<file path="src/rtl/debouncer_bank.sv">
// debouncer_bank: WIDTH independent debounce channels sharing one clock-enable tick.
// Each channel has an optional synchroniser, an IDLE/CHANGING glitch filter and registered rise/fall strobes.
module debouncer_bank #(
    parameter int unsigned      WIDTH        = 8,
    parameter int unsigned      NOISE_PERIOD = 256,
    parameter logic [WIDTH-1:0] RESET_VALUE  = {WIDTH{1'b0}},
    parameter int unsigned      SYNC_STAGES  = 2
) (
    input  logic             clock,
    input  logic             reset,
    input  logic             enable,
    input  logic [WIDTH-1:0] data_i,
    output logic [WIDTH-1:0] data_o,
    output logic [WIDTH-1:0] rise_o,
    output logic [WIDTH-1:0] fall_o,
    output logic [WIDTH-1:0] busy_o
);

    localparam int unsigned      CNT_W   = $clog2(NOISE_PERIOD);
    localparam logic [CNT_W-1:0] CNT_MAX = CNT_W'(NOISE_PERIOD - 1);

    typedef enum logic {
        IDLE     = 1'b0,
        CHANGING = 1'b1
    } state_e;

    logic [WIDTH-1:0] sync_s;

    // Synchroniser runs every clock; enable only gates the filter behind it.
    generate
        if (SYNC_STAGES > 0) begin : g_sync
            logic [WIDTH-1:0] sync_q [SYNC_STAGES];
            logic [WIDTH-1:0] sync_d [SYNC_STAGES];

            always_comb begin
                sync_d[0] = data_i;
                for (int k = 1; k < SYNC_STAGES; k++) begin
                    sync_d[k] = sync_q[k-1];
                end
            end

            always_ff @(posedge clock or posedge reset) begin
                if (reset) begin
                    for (int k = 0; k < SYNC_STAGES; k++) begin
                        sync_q[k] <= RESET_VALUE;
                    end
                end else begin
                    for (int k = 0; k < SYNC_STAGES; k++) begin
                        sync_q[k] <= sync_d[k];
                    end
                end
            end

            assign sync_s = sync_q[SYNC_STAGES-1];
        end else begin : g_nosync
            assign sync_s = data_i;
        end
    endgenerate

    generate
        for (genvar i = 0; i < WIDTH; i++) begin : g_ch
            state_e           state_q, state_d;
            logic [CNT_W-1:0] count_q, count_d;
            logic             data_q, data_d;
            logic             rise_q, rise_d;
            logic             fall_q, fall_d;

            // Strobes default low so they last exactly one clock even with enable low.
            always_comb begin
                state_d = state_q;
                count_d = count_q;
                data_d  = data_q;
                rise_d  = 1'b0;
                fall_d  = 1'b0;
                if (enable) begin
                    case (state_q)
                        IDLE: begin
                            if (sync_s[i] != data_q) begin
                                state_d = CHANGING;
                                count_d = '0;
                            end
                        end
                        CHANGING: begin
                            if (sync_s[i] == data_q) begin
                                state_d = IDLE;
                                count_d = '0;
                            end else if (count_q == CNT_MAX) begin
                                state_d = IDLE;
                                count_d = '0;
                                data_d  = sync_s[i];
                                rise_d  = sync_s[i];
                                fall_d  = ~sync_s[i];
                            end else begin
                                count_d = count_q + 1'b1;
                            end
                        end
                        default: begin
                            state_d = IDLE;
                            count_d = '0;
                        end
                    endcase
                end
            end

            always_ff @(posedge clock or posedge reset) begin
                if (reset) begin
                    state_q <= IDLE;
                    count_q <= '0;
                    data_q  <= RESET_VALUE[i];
                    rise_q  <= 1'b0;
                    fall_q  <= 1'b0;
                end else begin
                    state_q <= state_d;
                    count_q <= count_d;
                    data_q  <= data_d;
                    rise_q  <= rise_d;
                    fall_q  <= fall_d;
                end
            end

            assign data_o[i] = data_q;
            assign rise_o[i] = rise_q;
            assign fall_o[i] = fall_q;
            assign busy_o[i] = (state_q == CHANGING);
        end
    endgenerate

endmodule
</file>
<file path="config.mk">
export PLATFORM = sky130hd
export DESIGN_NAME = debouncer_bank
export DESIGN_NICKNAME = d
export VERILOG_FILES = /design/src/rtl/debouncer_bank.sv
export SDC_FILE = /design/constraint.sdc
export NUM_CORES = 1
export LEC_CHECK = 0
export CORE_MARGIN = 10
export CORE_UTILIZATION = 32
export CTS_CLUSTER_SIZE = 24
export DETAILED_ROUTE_END_ITERATION = 12
export PLACE_DENSITY = 0.47
export RECOVER_POWER = 50
export SLEW_MARGIN = 15
export SYNTH_ARGS = -nofsm -noshare
export SYNTH_HDL_FRONTEND = slang
export SYNTH_SLANG_ARGS = --single-unit
</file>
<file path="constraint.sdc">
create_clock -name clock -period 6.3 [get_ports clock]
set_input_delay 1.26 -clock clock [delete_from_list [all_inputs] [get_ports clock]]
set_output_delay 1.26 -clock clock [all_outputs]
set_load 0.005 [all_outputs]
</file>
; ---- After elaboration in Yosys (flattened, before gate mapping)
; Index checks and enable logic that the tools add are counted.
[word_totals]
out_inout_bits = 32
ff_bits = 112
inputBits = 11
[classes]
add_sub_neg = 8
n_eq_ne = 32
bitwise_logic = 24
n_mux = 128
n_reduce_logical = 16
[op_table]
columns = op, count
row1 = $mux 8, 24
row2 = $pmux 8 s2, 8
row3 = $mux 1, 88
row4 = $add 8x1->8 const B, 8
row5 = $eq 8x8->1 const B, 8
row6 = $reduce_and 4->1, 8
row7 = $not 1->1, 24
row8 = $ne 2x2->1 const B, 8
row9 = $pmux 1 s2, 8
row10 = $reduce_and 2->1, 8
row11 = $eq 1x1->1, 8
row12 = $ne 1x1->1, 8

; ---- Logic depth before layout (Yosys ltp)
; Gate-level depths: netlist of the first run.
[logic_depth]
word_depth = 5
ltp_mapped = 6
ltp_nobuf = 5

; ---- Worst setup path after synthesis of the first run
; No wires, ideal clock.
[synth_timing]
kind = input to register
startpoint = input enable
endpoint = register g_ch[6].count_q[4]
path_slack_ps = 3874
cell_stages = 6
arrival_ps = 2290
setup_time_ps = 136
cell_sequence = buf_2 -> clkbuf_1 -> clkbuf_1 -> o2111ai_1 -> xor2_1 -> nor2_1
[synth_via]
elab_chain_len = 1
[synth_lines]
columns = item, line_no
row1 = "start, declared", 11  ; input logic enable,
row2 = $reduce_and 2->1 (no source line), n/a
row3 = "end signal, assigned", 114  ; count_q <= count_d;
row4 = "end, declared", 63  ; logic [CNT_W-1:0] count_q, count_d;
; Every way passes these cells.
; A chain may end at the register's enable or synchronous reset.

; ---- Worst setup path in the final report of the first run
[layout_timing]
startpoint = register g_ch[0].state_q
endpoint = output busy_o[0]
[layout_rtl]
columns = item, line_no
row1 = "start, declared", 62  ; state_e state_q, state_d;
row2 = "start signal, assigned", 113  ; state_q <= state_d;
row3 = "end, declared", 16  ; output logic [WIDTH-1:0] busy_o
; No word-level cell between the ends.

==> flow_summary_export.csv, run 1 <==
group,metric,value,unit
placement,place_ws,3291,ps
clock_tree,clock-sinks,112,
timing,fin_ws,3537,ps
logic_synthesis,ys.flop_type,"dfrtp_1",
power,ir_drop,0.1387,mV
floorplan,io_pins,43,
floorplan,start_util,32.50,%
logic_synthesis,ys_async_sr_fraction,100.0,%
logic_synthesis,synth_area_per_cell,10.78,µm²
timing,grt_setup_unrepaired,"false",
floorplan,die_area,22360,µm²
status,status,"complete, no violations",
layout,stdcell_area,6041,µm²
route,drc,0,
route,antenna_left,0,
layout,final_common_cell,"dfrtp_1",
worst_hold_path,whs_path_depth,0,
clock_tree,cts_buffers,9,
clock_tree,htree_levels,3,
critical_path,crit_family,"flip-flops",
timing,maxSlewViolCount,0,
floorplan,rows,47,
route,via_per_inst,4.882,
grt,grt_overflow,0,
layout,diodes,0,
logic_synthesis,synth_edf_count,0,
critical_path,rr_endpoint,"g_ch[4].count_q[3]$_DFFE_PP0P_",
layout,final_layout_size_suffix_gt1_share,8.448,%
timing,tns,0,ps
layout,final_cell_mix,"112 x dfrtp_1, 59 x nor2_1, 42 x xor2_1",
placement,routabilityCongestion,0.7739,
floorplan,core,16520,µm²
critical_path,cp-end-kind,"output port",
placement,io_buffers,42,
timing,relSlewSlack,34.18,%
clock_tree,cts_tree,"built",
route,vias,3559,
worst_hold_path,hp-start,"g_sync.sync_d[2]$_DFF_PP0_",
clock_tree,clkSlewWorstSetupHoldPaths,70,ps
clock_tree,cts_hold_buf,0,
logic_synthesis,synth_top_family_by_area,"simple AND/OR/NAND/NOR gates",
timing,max_freq,361.9,MHz
power,p_leak,0.002609,µW
grt,grtUsageTotal,9.167,%
grt,grt_pass1_vias,3579,
critical_path,worstPathArrival,1500,ps
logic_synthesis,syn_nets,517,
logic_synthesis,synth_area_leaders,"dfrtp_1 52%, xor2_1 6.8%, buf_4 4.5%",
logic_synthesis,ys_ff_latch,112,
route,wl_per_cell,13.50,µm
grt,grt_start_max_net_pins,82,
layout,stdcell_count,729,
logic_synthesis,synthAdderAreaFrac,1.864,%
timing,hold_viol_final,0,
layout,area_growth,12.49,%
critical_path,cp_max_fo,12,
job,cap_viol_max_count,0,
clock_tree,clk_latency,350,ps
critical_path,path_class,"flop to output port",
placement,placed_area,5776,µm²
clock_tree,cts_resized,0,
timing,skew,6.206,ps
logic_synthesis,ys_seq_area_share,52.19,%
floorplan,die_y,149.5,µm
worst_hold_path,min_to,"sync_s[2]$_DFF_PP0_",
route,wirelength,9839,µm
critical_path,r2r_cells,4,
clock_tree,clock-root-buffer,"clkbuf_16",
critical_path,rrSetupSlack,4240,ps
power,finalPower,1408,µW
route,firstDrtPassIters,6,
critical_path,crit_chain,"clkdlybuf4s50_1",
logic_synthesis,synth-xor-area-share,8.667,%
logic_synthesis,synth_compound_area_share,10.21,%
clock_tree,postCtsSetupBuffers,0,
placement,placed_cells,714,
placement,dp_hpwl,6537,µm
timing,min_period,2763,ps
power,p_per_area,233.0,nW/µm²
timing,tightest_slew,987.3,ps
timing,fin_crit_sh,43.86,%
grt,grt_first_pass_wirelength,17030,µm
grt,antenna_found_initial,0,
critical_path,timing.rr.start,"sync_s[4]$_DFF_PP0_",
logic_synthesis,synth-simple-area-share,18.06,%
logic_synthesis,synthCells,498,
layout,fin_nets,524,
logic_synthesis,ys_warn_count,0,
critical_path,cp_data_required_time,5040,ps
critical_path,crit_path_top_delay_cell,"dfrtp_1",
logic_synthesis,synthMuxAreaShare,3.169,%
logic_synthesis,synth_top_area_share,52.19,%
critical_path,worst-path-buf-inv,1,
critical_path,startpoint_type,"flop",
clock_tree,cts_buffer_depth,2,
timing,setup_viol_count_final,0,
floorplan,die_w,149.5,µm
critical_path,cpPeakStageDelay,580,ps
logic_synthesis,yosysTopAreaCell,"dfrtp_1",
logic_synthesis,ys_types,35,
logic_synthesis,syn_area,5370,µm²
worst_hold_path,min_path_type,"flop to flop",
route,drtIter0Drc,284,
[layout make-up]
class / count / area, µm²
inverter: 3 / 13.76
sequential: 112 / 2803
clock buffer: 10 / 239.0
timing repair buffer: 44 / 430.4
clock inverter: 5 / 33.78
fill: 1596 / 10480
multi-input combinational: 335 / 2246
tap: 220 / 275.3
[cell families after synthesis]
group / after synthesis
compound gates: 81
xor+xnor: 48
fa+ha+maj: 8
buf+inv: 51
flops: 112
mux: 16
simple gates: 182
[through the flow]
stage / utilization (%) / hold WS [ps]
detailed placement: 34.95 / 338.5
global route: 36.56 / 361.1
CTS: 36.60 / 354.3
floorplan: - / 331.2
global placement: 34.95 / 332.2
finish: 36.56 / 351.3
[cell usage after synthesis, types with 2 or more instances]
cell type and number:
xor2_2 6, nor3b_1 16, o21ai_2 3, a31oi_1 9, o31ai_1 6, nand2_1 38
or3_1 3, mux2i_1 8, or2_2 7, and4_1 20, o211ai_1 18, ha_1 8
nor2_1 59, inv_1 3, o21ai_1 3, xor2_1 42, mux2_2 8, and2_1 4
o2111ai_1 10, a32o_1 3, a21oi_1 6, clkbuf_1 11, buf_4 32, dfrtp_1 112
nand4_1 19, and3_1 4, buf_1 3, buf_2 2, nand3_1 5, or4_1 5
o21ai_0 21
[power breakdown]
group / internal, µW / total, µW / leakage, µW / switching (µW)
Clock: 276 / 526 / 0.000130 / 250
Sequential: 745 / 783 / 0.00150 / 37.8
Combinational: 37.6 / 98.8 / 0.000979 / 61.2
[routing by layer]
| metal | vias to the layer above | wire length, µm | track usage (%) |
|---|---|---|---|
| li1 | 1761 | - | - |
| met1 | 1747 | 4697 | 11.58 |
| met2 | 41 | 4638 | 14.64 |
| met3 | 10 | 315 | 1.781 |
| met4 | 0 | 187 | 4.612 |
| met5 | - | 0 | 0 |
[registers in the layout, summed over array words and instances, names as in the netlist]
register,count
g_ch.state_q,8
g_ch.rise_q,8
g_ch.fall_q,8
sync_s,8
g_sync.sync_d,8
g_ch.count_q,64
g_ch.data_q,8
[worst max-delay path by stage]
stage | from | end | slack (ps) | depth (start not counted)
2_1_floorplan | reset | g_ch[0].count_q[0]$_DFFE_PP0P_ | 2080 | 1
3_3_place_gp | reset | g_ch[4].count_q[3]$_DFFE_PP0P_ | 3310 | 3
3_5_place_dp | reset | g_ch[4].count_q[5]$_DFFE_PP0P_ | 3290 | 3
4_1_cts | g_ch[5].state_q$_DFFE_PP0P_ | busy_o[5] | 3500 | 1
5_1_grt | reset | g_ch[4].count_q[4]$_DFFE_PP0P_ | 3360 | 3
6_report | g_ch[0].state_q$_DFFE_PP0P_ | busy_o[0] | 3540 | 1
[worst reg2reg max path: stages (launching register included)]
cell	delay, ps
dfrtp_1	430
xor2_1	630
o21ai_0	260
a31oi_1	500
nor2_1	110
No activity file was read; power rests on OpenSTA's default activity.
==> run 2: changes to the inputs <==
- clock period: 6.3 -> 2.7 ns (I/O delays scaled with it)
==> run 2 against run 1 <==
Effect of this change:
- die area unchanged
- register-to-register slack got worse by 3700 ps
- sequential share of layout area decreased by 0.28 points
- setup slack worse by 3000 ps
- largest power group unchanged
- largest cell class unchanged
- non-clock buffer count rose by 5
- wire length grew 1.4%
- via count is 1.2% higher
- first-iteration DRC count decreased by 26%
==> flow_summary_export.csv, run 2 (same netlist as run 1, synthesis figures left out) <==
group,metric,value,unit
status,status,"complete, no violations",
power,p_clk_share,39.4,%
grt,antenna_found_initial,0,
route,firstDrtPassIters,4,
worst_hold_path,whs_path_depth,0,
layout,fin_nets,529,
job,cap_viol_max_count,0,
floorplan,die_y,149.5,µm
timing,relSlewSlack,22.09,%
critical_path,cp_data_required_time,2980,ps
timing,tns,0,ps
route,vias,3600,
power,power_switching,829.0,µW
layout,diodes,0,
route,drc,0,
timing,fin_crit_sh,78.51,%
power,p_leak,0.002648,µW
placement,dp_hpwl,6876,µm
route,antenna_left,0,
clock_tree,htree_levels,3,
timing,skew,6.910,ps
placement,io_buffers,42,
critical_path,crit_chain,"xor2_1, o21ai_0, or4_4, a21oi_2",
layout,final_layout_size_suffix_gt1_share,7.961,%
critical_path,crit_path_top_delay_cell,"or4_4",
grt,grt_overflow,0,
critical_path,cp-end-kind,"flop",
timing,tightest_slew,1162,ps
timing,maxSlewViolCount,0,
critical_path,startpoint_type,"flop",
critical_path,cp_max_fo,10,
layout,area_growth,13.16,%
critical_path,worstPathArrival,2400,ps
clock_tree,cts_hold_buf,0,
critical_path,cpPeakStageDelay,580,ps
route,via_per_inst,4.898,
timing,hold_viol_final,0,
power,p_per_area,560.5,nW/µm²
clock_tree,cts_buffer_depth,2,
clock_tree,postCtsSetupBuffers,0,
floorplan,die_w,149.5,µm
clock_tree,cts_resized,0,
timing,grt_setup_unrepaired,"false",
power,power.internal,2577,µW
power,power.share.sequential,53.5,%
layout,final_common_cell,"dfrtp_1",
worst_hold_path,hp-start,"g_sync.sync_d[3]$_DFF_PP0_",
clock_tree,cts_buffers,9,
critical_path,timing.rr.start,"g_ch[2].data_q$_DFFE_PP0P_",
layout,regMostFlops,"g_ch.count_q",
power,p_sw_share,24.34,%
floorplan,start_util,32.50,%
critical_path,cp-startpoint,"g_ch[2].data_q$_DFFE_PP0P_",
critical_path,r2r_cells,4,
placement,placed_cells,719,
power,comb_power_share,7.1,%
route,wirelength,9975,µm
route,wl_per_cell,13.57,µm
floorplan,rows,47,
grt,grt_first_pass_wirelength,17240,µm
power,ir_drop,0.3022,mV
clock_tree,clock-sinks,112,
placement,place_ws,690.8,ps
placement,routabilityCongestion,0.7763,
timing,fin_ws,580.2,ps
timing,setup_viol_count_final,0,
clock_tree,clk_latency,350,ps
critical_path,path_class,"flop to flop",
grt,grtUsageTotal,9.395,%
grt,grt_pass1_vias,3591,
grt,grt_start_max_net_pins,36,
timing,min_period,2120,ps
floorplan,die_area,22360,µm²
layout,num-fill-cells,1627,
clock_tree,clock-root-buffer,"clkbuf_16",
clock_tree,cts_tree,"built",
timing,holdWs,346.7,ps
timing,max_freq,471.8,MHz
layout,stdcell_count,735,
worst_hold_path,min_path_type,"flop to flop",
layout,largest_reg_flops,64,
layout,final_cell_mix,"112 x dfrtp_1, 59 x nor2_1, 48 x xor2_1",
clock_tree,clkSlewWorstSetupHoldPaths,70,ps
route,drtIter0Drc,209,
floorplan,io_pins,43,
floorplan,core,16520,µm²
-- run 2: cell count changes in the layout (fill, tap and decap cells not counted), moves of 2 or more --
cell / change
buf_4: +2
xor2_2: -6
buf_12: +2
xor2_1: +6
-- run 2: routing by layer --
metal	global-route usage, %	share of wire [%]	routed length, µm
met2	15.06	48	4756
met1	11.59	48	4746
met3	1.963	3.0	297
met4	5.152	1.8	175
met5	0	0	0
-- run 2: cell type report --
class / instances / area, µm² / area share, %
Sequential cell: 112 / 2803 / 46.12
Clock buffer: 11 / 242.7 / 3.994
Timing Repair Buffer: 49 / 490.5 / 8.071
Clock inverter: 5 / 56.30 / 0.9265
Multi-Input combinational cell: 335 / 2197 / 36.15
Tap cell: 220 / 275.3 / 4.530
Inverter: 3 / 12.51 / 0.2059
-- run 2: power groups by stage --
stage / Combinational, µW / Clock (µW) / Sequential, µW
final: 240 / 1340 / 1820
after global routing: 282 / 1470 / 1840
after CTS: 256 / 1410 / 1820
after detailed placement: 255 / 0 / 1860
after global placement: 251 / 0 / 1860
after floorplan: 204 / 0 / 1810
-- run 2: path summary, 6_finish.rpt --
check | endpoint | slack, ps
worst max-delay path | g_ch[2].count_q[6]$_DFFE_PP0P_ | 580
worst min-delay path | sync_s[3]$_DFF_PP0_ | 350
worst max register to register | g_ch[2].count_q[6]$_DFFE_PP0P_ | 580
worst min register to register | sync_s[3]$_DFF_PP0_ | 350
max in group asynchronous | g_sync.sync_d[3]$_DFF_PP0_ | 680
min in group asynchronous | g_ch[7].count_q[5]$_DFFE_PP0P_ | 870
-- run 2: stage by stage --
stage / area (µm²) / util, % / total power (µW)
CTS: 6138 / 37.15 / 3492
global route: 6077 / 36.78 / 3586
finish: 6077 / 36.78 / 3406
floorplan: 5374 / - / 2018
global placement: 5839 / 35.34 / 2107
detailed placement: 5839 / 35.34 / 2112
-- run 2: worst max-delay path: cells and delay by family (launching register included) --
family | cells | cell delay (ps)
AOI/OAI and AO/OA | 2 | 480
xor gates and xnor gates | 1 | 570
DFF | 1 | 420
and+or+nand+nor | 1 | 580
==> run 3: changes to the inputs <==
- PLACE_DENSITY: 0.47 -> 0.49
- clock period: 2.7 -> 1.9 ns (I/O delays scaled with it)
==> run 3 against run 2 <==
Effect of this change:
- sequential cell count is the same
- non-clock buffer count grew 13
- die area did not move
- combinational power grew 58%
- final area up 3.4%
- critical path depth is 3 lower
- clock-buffer cell count is the same
- clock power is 57% higher
==> flow_summary_export.csv, run 3 (same netlist as run 1, synthesis figures left out) <==
group,metric,value,unit
floorplan,die_w,149.5,µm
job,cap_viol_max_count,0,
grt,grtUsageMet3,1.781,%
placement,placed_cells,732,
layout,fin_nets,542,
route,wirelength,10050,µm
grt,grtUsageTotal,9.415,%
critical_path,cp_max_fo,11,
grt,busiest_layer,"met2",
grt,grt_overflow,0,
route,drtIter0Drc,260,
layout,stdcell_count,748,
timing,maxSlewViolCount,0,
route,wl_per_cell,13.43,µm
floorplan,rows,47,
clock_tree,htree_levels,3,
layout,stdcell_area,6281,µm²
timing,min_period,1808,ps
placement,io_buffers,42,
critical_path,crit_family,"buffers and inverters",
grt,grt_first_pass_wirelength,17560,µm
layout,final_layout_size_suffix_gt1_share,13.26,%
floorplan,core,16520,µm²
grt,grt_pass1_vias,3719,
power,p_sw_share,23.85,%
grt,grt_use_met1,11.92,%
grt,antenna_found_initial,0,
placement,placed_area,5949,µm²
clock_tree,clkSlewWorstSetupHoldPaths,70,ps
critical_path,cp-end-kind,"output port",
power,comb_power_share,7.4,%
power,power.internal,3874,µW
clock_tree,clk_latency,350,ps
timing,fin_ws,92.21,ps
floorplan,start_util,32.50,%
power,power_switching,1213,µW
timing,fin_crit_sh,95.15,%
critical_path,cp_data_required_time,1520,ps
layout,area_growth,16.96,%
status,status,"complete, no violations",
critical_path,worstPathArrival,1430,ps
power,p_per_area,810.0,nW/µm²
power,ir_drop,0.4916,mV
worst_hold_path,min_path_type,"flop to flop",
grt,grt_start_max_net_pins,66,
critical_path,crit_chain,"clkdlybuf4s50_1",
clock_tree,clock-root-buffer,"clkbuf_16",
placement,place_ws,224.4,ps
layout,diodes,0,
timing,tightest_slew,909.7,ps
grt,grt_util_met2,15.12,%
power,p_clk_share,41.5,%
critical_path,worst-path-buf-inv,1,
clock_tree,clock-sinks,112,
critical_path,path_class,"flop to output port",
clock_tree,cts_buffers,9,
timing,tns,0,ps
placement,dp_hpwl,6707,µm
timing,relSlewSlack,39.35,%
floorplan,die_y,149.5,µm
route,drc,0,
route,antenna_left,0,
timing,max_freq,553.2,MHz
layout,final_cell_mix,"106 x dfrtp_1, 59 x nor2_1, 42 x xor2_1",
route,via_per_inst,4.865,
layout,largest_reg_flops,64,
critical_path,cpPeakStageDelay,570,ps
power,p_leak,0.002733,µW
layout,final_common_cell,"dfrtp_1",
critical_path,crit_path_top_delay_cell,"clkdlybuf4s50_1",
timing,hold_viol_final,0,
timing,grt_setup_unrepaired,"false",
layout,regMostFlops,"g_ch.count_q",
floorplan,die_area,22360,µm²
clock_tree,cts_buffer_depth,2,
placement,routabilityCongestion,0.8143,
timing,setup_viol_count_final,0,
power,power.share.sequential,51.0,%
critical_path,startpoint_type,"flop",
clock_tree,cts_tree,"built",
timing,skew,7.408,ps
power,finalPower,5087,µW
floorplan,io_pins,43,
route,firstDrtPassIters,4,
route,vias,3639,
[run 3: changes by cell type in the layout (fill, tap and decap cells not counted), moves of 2 or more]
cell | previous run | this run
dfrtp_1 | 112 | 106
o21ai_1 | 1 | 3
xor2_1 | 48 | 42
o21ai_0 | 26 | 21
xor2_2 | 0 | 6
o21ai_2 | 0 | 3
buf_4 | 4 | 17
dfrtp_2 | 0 | 6
clkinv_2 | 2 | 0
[run 3: worst paths after layout]
check,start,slack [ps],end,depth (start not counted)
min in group asynchronous,reset,580,g_ch[1].count_q[7]$_DFFE_PP0P_,3
max in group asynchronous,reset,360,g_ch[5].state_q$_DFFE_PP0P_,3
worst max-delay path,g_ch[1].state_q$_DFFE_PP0P_,90,busy_o[1],1
worst min register to register,g_sync.sync_d[6]$_DFF_PP0_,340,sync_s[6]$_DFF_PP0_,0
worst max register to register,g_ch[4].count_q[2]$_DFFE_PP0P_,280,g_ch[4].count_q[4]$_DFFE_PP0P_,4
worst min-delay path,g_sync.sync_d[6]$_DFF_PP0_,340,sync_s[6]$_DFF_PP0_,0
[run 3: layout make-up]
| class | count | area [µm²] |
|---|---|---|
| Inverter | 3 | 12.51 |
| Timing Repair Buffer | 62 | 590.6 |
| Clock buffer | 11 | 252.7 |
| Sequential cell | 112 | 2810 |
| Tap cell | 220 | 275.3 |
| Clock inverter | 5 | 86.33 |
| Multi-Input combinational cell | 335 | 2253 |
| Fill cell | 1590 | 10240 |
[run 3: power by group through the flow]
stage | clock network (µW) | logic, µW | registers, µW
floorplan | 0 | 289 | 2580
global placement | 0 | 389 | 2640
detailed placement | 0 | 397 | 2640
CTS | 2210 | 398 | 2590
global route | 2300 | 439 | 2610
finish | 2110 | 379 | 2600
[run 3: metrics by stage]
| stage | utilization [%] | hold WS, ps |
|---|---|---|
| 3_5_place_dp | 36.00 | 335.8 |
| 5_1_grt | 38.01 | 360.1 |
| 3_3_place_gp | 36.00 | 331.3 |
| 4_1_cts | 38.08 | 346.0 |
| 6_report | 38.01 | 344.2 |
| 2_1_floorplan | - | 331.2 |
[run 3: repair_timing]
item | CTS | global route
gates resized for setup | 3 | 3
hold buffers | 0 | 0
buffers inserted | 0 | 0
cloned | 0 | 0
endpoints found under the setup margin | 3 | 3
[run 3: per-layer routing]
layer  routed length [µm]  vias up
met1                 4821     1789
met5                    0        -
met4                  205        0
li1                     -     1795
met3                  333       13
met2                 4686       42
